File: src/rtl/div_pkg.sv
// Shared width, count-width and state definitions for the sequential restoring divider.
package div_pkg;
    localparam int unsigned DIV_N = 8;
    localparam int unsigned CNT_W = $clog2(DIV_N + 1);

    typedef enum logic [1:0] {IDLE, ITER, DONE} div_state_t;
endpackage

File: src/rtl/seq_divider_8_if.sv
// Start/operand/result bundle between the Run-button top level and the divider.
interface seq_divider_8_if;
    logic                       Run;
    logic [div_pkg::DIV_N-1:0]  Dividend;
    logic [div_pkg::DIV_N-1:0]  Divisor;
    logic [div_pkg::DIV_N-1:0]  Quotient;
    logic [div_pkg::DIV_N-1:0]  Remainder;
    logic                       Done;
    logic                       Busy;
    logic                       DivByZero;

    modport master (
        output Run, Dividend, Divisor,
        input  Quotient, Remainder, Done, Busy, DivByZero
    );

    modport slave (
        input  Run, Dividend, Divisor,
        output Quotient, Remainder, Done, Busy, DivByZero
    );
endinterface

File: src/rtl/shl_reg_8.sv
// Left-shift register with synchronous clear/load/shift (clear wins, then load).
module shl_reg_8
    import div_pkg::*;
(
    input  logic             Clk,
    input  logic             Clear,
    input  logic             Load,
    input  logic             ShiftLeft,
    input  logic             shift_in,
    input  logic [DIV_N-1:0] D,
    output logic [DIV_N-1:0] Data_Out,
    output logic             msb_out
);

    always_ff @(posedge Clk) begin
        if (Clear) begin
            Data_Out <= '0;
        end else if (Load) begin
            Data_Out <= D;
        end else if (ShiftLeft) begin
            Data_Out <= {Data_Out[DIV_N-2:0], shift_in};
        end
    end

    assign msb_out = Data_Out[DIV_N-1];

endmodule

File: src/rtl/seq_divider_8.sv
// Unsigned restoring divider, one quotient bit per clock; A:Q chained shift registers.
module seq_divider_8
    import div_pkg::*;
(
    input  logic            Clk,
    input  logic            Reset,
    seq_divider_8_if.slave  bus
);

    div_state_t         state;
    logic [DIV_N-1:0]   b_reg;
    logic [CNT_W-1:0]   cnt;
    logic               dbz_q;
    logic               done_q;
    logic               busy_q;

    logic [DIV_N-1:0]   a_val;
    logic [DIV_N-1:0]   q_val;
    logic               a_msb;
    logic               q_msb;

    logic               a_clear, a_load, a_shift;
    logic               q_clear, q_load, q_shift, q_in;
    logic [DIV_N-1:0]   a_d, q_d;

    logic [DIV_N:0]     p_val;
    logic [DIV_N:0]     diff;
    logic               borrow;

    // Trial subtraction of the divisor from the partial remainder shifted by one bit.
    assign p_val  = {a_msb, a_val[DIV_N-2:0], q_msb};
    assign diff   = p_val - {1'b0, b_reg};
    assign borrow = diff[DIV_N];

    // Register-pair control decoded from the current state.
    always_comb begin
        a_clear = 1'b0;
        a_load  = 1'b0;
        a_shift = 1'b0;
        a_d     = '0;
        q_clear = 1'b0;
        q_load  = 1'b0;
        q_shift = 1'b0;
        q_in    = 1'b0;
        q_d     = '0;
        if (Reset) begin
            a_clear = 1'b1;
            q_clear = 1'b1;
        end else begin
            case (state)
                IDLE: begin
                    if (bus.Run) begin
                        q_load = 1'b1;
                        if (bus.Divisor != '0) begin
                            a_clear = 1'b1;
                            q_d     = bus.Dividend;
                        end else begin
                            a_load = 1'b1;
                            a_d    = bus.Dividend;
                            q_d    = '1;
                        end
                    end
                end
                ITER: begin
                    q_shift = 1'b1;
                    q_in    = ~borrow;
                    if (!borrow) begin
                        a_load = 1'b1;
                        a_d    = diff[DIV_N-1:0];
                    end else begin
                        a_shift = 1'b1;
                    end
                end
                default: ;
            endcase
        end
    end

    shl_reg_8 u_a_reg (
        .Clk       (Clk),
        .Clear     (a_clear),
        .Load      (a_load),
        .ShiftLeft (a_shift),
        .shift_in  (q_msb),
        .D         (a_d),
        .Data_Out  (a_val),
        .msb_out   (a_msb)
    );

    shl_reg_8 u_q_reg (
        .Clk       (Clk),
        .Clear     (q_clear),
        .Load      (q_load),
        .ShiftLeft (q_shift),
        .shift_in  (q_in),
        .D         (q_d),
        .Data_Out  (q_val),
        .msb_out   (q_msb)
    );

    // Sequencer; Done/Busy are registered alongside the state transitions.
    always_ff @(posedge Clk) begin
        if (Reset) begin
            state  <= IDLE;
            b_reg  <= '0;
            cnt    <= '0;
            dbz_q  <= 1'b0;
            done_q <= 1'b0;
            busy_q <= 1'b0;
        end else begin
            case (state)
                IDLE: begin
                    if (bus.Run) begin
                        if (bus.Divisor != '0) begin
                            b_reg  <= bus.Divisor;
                            cnt    <= '0;
                            dbz_q  <= 1'b0;
                            state  <= ITER;
                            busy_q <= 1'b1;
                        end else begin
                            dbz_q  <= 1'b1;
                            state  <= DONE;
                            done_q <= 1'b1;
                        end
                    end
                end
                ITER: begin
                    cnt <= cnt + CNT_W'(1);
                    if (cnt == CNT_W'(DIV_N - 1)) begin
                        state  <= DONE;
                        busy_q <= 1'b0;
                        done_q <= 1'b1;
                    end
                end
                DONE: begin
                    if (!bus.Run) begin
                        state  <= IDLE;
                        done_q <= 1'b0;
                    end
                end
                default: begin
                    state  <= IDLE;
                    done_q <= 1'b0;
                    busy_q <= 1'b0;
                end
            endcase
        end
    end

    assign bus.Quotient  = q_val;
    assign bus.Remainder = a_val;
    assign bus.Done      = done_q;
    assign bus.Busy      = busy_q;
    assign bus.DivByZero = dbz_q;

endmodule

File: src/flat_wrapper.sv
// flat-port wrapper written by rule: the top's interface ports become plain ports
module seq_divider_8_flat import div_pkg::*;
  (Clk, Reset, bus_Run, bus_Dividend, bus_Divisor, bus_Quotient, bus_Remainder, bus_Done, bus_Busy, bus_DivByZero);
  seq_divider_8_if bus_i ();
  input  logic Clk;
  input  logic Reset;
  input wire logic [$bits(bus_i.Run)-1:0] bus_Run;
  input wire logic [$bits(bus_i.Dividend)-1:0] bus_Dividend;
  input wire logic [$bits(bus_i.Divisor)-1:0] bus_Divisor;
  output wire logic [$bits(bus_i.Quotient)-1:0] bus_Quotient;
  output wire logic [$bits(bus_i.Remainder)-1:0] bus_Remainder;
  output wire logic [$bits(bus_i.Done)-1:0] bus_Done;
  output wire logic [$bits(bus_i.Busy)-1:0] bus_Busy;
  output wire logic [$bits(bus_i.DivByZero)-1:0] bus_DivByZero;
  assign bus_i.Run = bus_Run;
  assign bus_i.Dividend = bus_Dividend;
  assign bus_i.Divisor = bus_Divisor;
  assign bus_Quotient = bus_i.Quotient;
  assign bus_Remainder = bus_i.Remainder;
  assign bus_Done = bus_i.Done;
  assign bus_Busy = bus_i.Busy;
  assign bus_DivByZero = bus_i.DivByZero;
  seq_divider_8 u_core (.Clk(Clk), .Reset(Reset), .bus(bus_i));
endmodule
File: config.mk
export PLATFORM = sky130hd
export DESIGN_NAME = seq_divider_8_flat
export DESIGN_NICKNAME = d
export VERILOG_FILES = /design/src/rtl/div_pkg.sv /design/src/rtl/seq_divider_8_if.sv /design/src/rtl/shl_reg_8.sv /design/src/rtl/seq_divider_8.sv /design/src/flat_wrapper.sv
export SDC_FILE = /design/constraint.sdc
export NUM_CORES = 1
export LEC_CHECK = 0
export CAP_MARGIN = 40
export CORE_UTILIZATION = 51
export DETAILED_ROUTE_END_ITERATION = 8
export PLACE_DENSITY = 0.8
export REMOVE_ABC_BUFFERS = 1
export SLEW_MARGIN = 40
export SYNTH_ARGS = -nofsm -noshare
export SYNTH_HDL_FRONTEND = slang
export SYNTH_SLANG_ARGS = --single-unit
export TNS_END_PERCENT = 30
File: constraint.sdc
create_clock -name Clk -period 3 [get_ports Clk]
set_input_delay 0.9 -clock Clk [delete_from_list [all_inputs] [get_ports Clk]]
set_output_delay 0.9 -clock Clk [all_outputs]
set_load 0.01 [all_outputs]
# Word-level counts from Yosys, hierarchy flattened
# Cells that the tools add are included.
[totals]
regBits = 33
input_bits = 19
word_cells = 81
out_inout_bits = 19
[op_classes]
reduce_logical = 11
n_mux = 50
eq_ne = 8
addsub = 2
n_bitwise = 2
[ops]
columns = ["operator", "n"]
rows = [
  ["2-to-1 mux 8 bit", 12],
  ["2-to-1 mux 1 bit", 26],
  ["case mux 8 bit (2 select lines)", 1],
  ["AND reduction 3 bit", 3],
  ["subtractor 9 x 8 -> 9 bit", 1],
  ["2-to-1 mux 2 bit", 4],
  ["2-to-1 mux 4 bit", 2],
  ["case mux 4 bit (2 select lines)", 1],
  ["AND reduction 4 bit", 2],
  ["nonzero test 8 bit", 1],
  ["inequality test 2 bit (second input constant)", 3],
  ["case mux 1 bit (3 select lines)", 2],
  ["case mux 2 bit (3 select lines)", 1],
  ["nonzero test 2 bit", 3],
  ["adder 4 x 1 -> 4 bit (second input constant)", 1],
  ["== test 4 x 3 -> 1 bit (second input constant)", 1],
  ["inequality test 2 x 1 -> 1 bit (second input constant)", 2],
  ["== test 2 x 1 -> 1 bit (second input constant)", 1],
  ["== test 2 bit (second input constant)", 1],
  ["logical NOT 2 bit", 1],
  ["NOT 1 bit", 2],
  ["case mux 1 bit (2 select lines)", 1],
  ["AND reduction 2 bit", 1],
]

# Depth between registers and ports, before layout
[logic_depth]
depth_word = 6
depth_mapped = 11

# Cells and area by module
# Synthesis repeated with hierarchy kept, for this count alone.
[hier_totals]
cells_unflattened = 231
area_unflattened_um2 = 2047.0
[by_module_without_submodules]
columns = ["mod", "area_per_inst_um2", "n_inst", "cells_per_inst"]
rows = [
  ["seq_divider_8", 1293.7, 1, 159],
  ["shl_reg_8", 376.6, 2, 36],
]

# Least setup slack after synthesis
# OpenSTA, ideal clock, no wires.
[synth_path]
kind = "reg2reg"
startpoint = "register u_core.u_q_reg.Data_Out[7]"
endpoint = "register u_core.u_a_reg.Data_Out[2]"
required_time_ns = 2.866
path_stages_with_launch = 12
n_path_buf = 1
t_arrival_ns = 2.380
setup_slack_ns = 0.486
setup_ns = 0.134
cell_sequence = "dfxtp_1 -> inv_1 -> ha_1 -> fa_1 -> nand2b_1 -> a21o_1 -> a211o_1 -> a21oi_4 -> o21ai_2 -> buf_6 -> a221oi_1 -> a211oi_1"
[synth_via]
elab_chain_cells = 5
elab_cells_between_ends = 12
[synth_lines]
columns = ["item", "line_no", "text"]
rows = [
  ["start: declaration", "shl_reg_8.sv:11", "output logic [DIV_N-1:0] Data_Out,"],
  ["start signal: assignment", "shl_reg_8.sv:21", "Data_Out <= {Data_Out[DIV_N-2:0], shift_in};"],
  ["subtractor 9 x 8 -> 9 bit *", "seq_divider_8.sv:32", "assign diff = p_val - {1'b0, b_reg};"],
  ["2-to-1 mux 8 bit / 2-to-1 mux 1 bit (equally long branches)", "seq_divider_8.sv:67", "if (!borrow) begin"],
  ["case mux 8 bit (2 select lines), or another cell as far along", "seq_divider_8.sv:50", "case (state)"],
  ["2-to-1 mux 8 bit / 2-to-1 mux 1 bit (equally long branches)", "seq_divider_8.sv:46", "if (Reset) begin"],
  ["2-to-1 mux 8 bit / nonzero test 2 bit (equally long branches)", "-", ""],
  ["end signal: assignment", "shl_reg_8.sv:21", ""],
  ["end: declaration", "shl_reg_8.sv:11", ""],
]
# Mark *: on every way between the ends. The rest lies on a longest branch, timed or not.
# A chain may end at the register's enable or synchronous reset.

# Worst setup path in the final report
[layout_path]
startpoint = "register u_core.u_q_reg.Data_Out[7]"
endpoint = "register u_core.u_a_reg.Data_Out[3]"
# Same word-level chain as after synthesis.

==> reports/results.txt <==
status: complete, no violations
#FFs+latches synth: 33
H-tree levels: 2
max frequency: 371 MHz
Placer Congestion: 0.887
drt drc: 0
Routed Antenna Nets: 0
clock buffer depth: 2
fin. max-slew vios: 0
starting density of the core: 54.1%
DR top layer: met4
clock latency at the later pin of the worst-skew pair: 0.33 ns
buffers plus inverters on the worst setup path: 1
Reg clk slew, reported paths: 0.09 ns
routed wire length: 4450 um
delay-heaviest family, CP: compound AO/OA/AOI/OAI gates
Critical Path RT: 3.20 ns
syn_area_per_cell: 8.18 um2
IR drop worst, VDD: 0.000358 V
layout cells sized above 1: 8.55%
Synth Flop Type: dfxtp_1
via count: 1763
crit-path max FO: 9
area share of the largest cell type after synthesis: 35.7%
Row Count: 21
CP max stage delay: 0.43 ns
post-CTS setup buffer count: 0
Static Leakage: 0.895 nW
DP Cell Count: 308
clock skew: 0.00779 ns
Startpoint Class: register
CTS hold repair buffers: 0
n_diodes: 0
DP Wirelength: 3360 um
number of port buffers: 37
Crit Path Category: reg2reg
Max Cap Viol: 0
Setup TNS: 0 ns
chip width: 62.2 um
Vias/cell: 5.60
grt total ovfl: 0
Sink Count: 33
Nets: 298
Ys Warns: 0
I/O pin cnt: 38
post-cts gate resize count: 0
Slew HR: 61.3%
Synth top cells by count: dfxtp_1 (33), nor2_1 (31), nand2_1 (24)
initial antenna violation count: 0
Setup violations, final: 0
met2 routed WL: 1990 um
routed wl met3: 308 um
critical path cell sequence: inv_1, ha_1, fa_1, nand2b_1, a21o_1, a211o_1, and3_1, a222oi_1, nor2_1
M1 WL: 2110 um
area grow syn2layout: 26.7%
DR iter-0 viols: 123
Post-synth ARST share: 0%
largest cells by area after synthesis: dfxtp_1 (36%), nor2_1 (6.3%), ha_1 (6.1%)
CP arrival: 2.89 ns
die area: 0.00387 mm2
first-pass GRT wire length: 7690 um
Post-Synthesis Cells: 226
largest net degree at the start of global routing: 18
Post-synth EDFFs: 0
RSZ-0062 raised after global routing: no
DR WL/cell: 14.1 um
dpl ws: 0.138 ns
TritonCTS clock tree: yes
Die H: 62.2 um
final hold viol count: 0
Synth area leader: dfxtp_1
CTS Root Cell: clkbuf_4
fin crit period: 2.69 ns
fin crit share: 89.7%
worst hold slack: 0.477 ns
vias in the first global route: 1628
Core Box Area: 0.00342 mm2
Cell Count, Final, Fillers Out: 315
Slowest cell on crit path: fa_1
power per cell area: 484 mW/mm2
actual slew at the worst max-slew pin: 0.581 ns
total CTS buffers: 5
sequential fraction of the synthesis area: 35.7%
DR pass1 iterations: 5
most numerous cell in the Yosys netlist: dfxtp_1
Total GRT Usage: 25.0%
synthesized cell area: 0.00185 mm2
Worst Hold Class: reg2reg
Unique masters post-synth: 47
final core occ: 68.5%
endpoint class of the critical path: register
Setup WS post-layout: 0.308 ns
## cells in the final DEF (no fill, tap or decap), drive strengths merged, types with 2 or more instances in the layout
cell           netlist  routed
clkdlybuf4s50        0      37
dfxtp               33      33
nor2                31      31
nand2               24      24
a21oi               16      16
o21ai               16      16
inv                 13      13
ha                   9       9
buf                  5       9
a211oi               7       7
clkbuf               5       7
o22ai                5       5
nor3                 5       5
nor4                 4       4
xnor2                4       4
xor2                 4       4
a31oi                4       4
a221oi               4       4
nor2b                3       3
mux2                 3       3
a21o                 3       3
o21a                 3       3
mux2i                3       3
nand2b               2       2
a22o                 2       2
a2111oi              2       2
## kinds of logic after synthesis
group	share of synthesized area, %
AO/OA/AOI/OAI	25.8
multiplexers	3.45
buffers and inverters	5.75
XOR/XNOR	3.79
flip-flops	35.7
AND/OR/NAND/NOR	18.3
adder cells (fa/ha/maj)	7.18
## per-layer routing
| metal | vias to the layer above | GRT usage [%] |
|---|---|---|
| li1 | 904 | - |
| met5 | - | 0 |
| met1 | 788 | 33.7 |
| met3 | 8 | 6.80 |
| met4 | 0 | 6.10 |
| met2 | 63 | 39.4 |
## report_power, final
| group | leakage (nW) | internal (mW) | switching [mW] |
|---|---|---|---|
| Sequential | 0.270 | 0.474 | 0.0306 |
| Combinational | 0.594 | 0.180 | 0.198 |
| Clock | 0.0314 | 0.111 | 0.140 |
## path summary, 6_finish.rpt
kind	from	endpoint	slack [ns]	depth (start not counted)
worst max register to register	u_core.u_q_reg.Data_Out[7]$_SDFFE_PP0P_	u_core.u_a_reg.Data_Out[3]$_SDFFE_PP0P_	0.31	9
worst max-delay path	u_core.u_q_reg.Data_Out[7]$_SDFFE_PP0P_	u_core.u_a_reg.Data_Out[3]$_SDFFE_PP0P_	0.31	9
worst min register to register	u_core.bus.Done$_SDFFE_PP0P_	u_core.bus.Done$_SDFFE_PP0P_	0.48	2
worst min-delay path	u_core.bus.Done$_SDFFE_PP0P_	u_core.bus.Done$_SDFFE_PP0P_	0.48	2
## layout make-up
class	count	area (um2)
fill	298	1070
tap	46	57.6
clock buffer	7	55.1
timing repair buffer	46	438
inverter	13	48.8
multi-input combinational	170	1080
sequential	33	661
## worst min-delay path: stages (launching register included)
cell     delay (ns)
dfxtp_1        0.32
nand2_1        0.06
a21oi_1        0.06
## per-stage QoR
step / area (um2) / total power, mW
after floorplan: 1790 / 0.744
after global placement: 2290 / 0.883
after detailed placement: 2290 / 0.887
after CTS: 2340 / 1.13
after global routing: 2340 / 1.21
final: 2340 / 1.13
(Power assumes the default switching activity.)
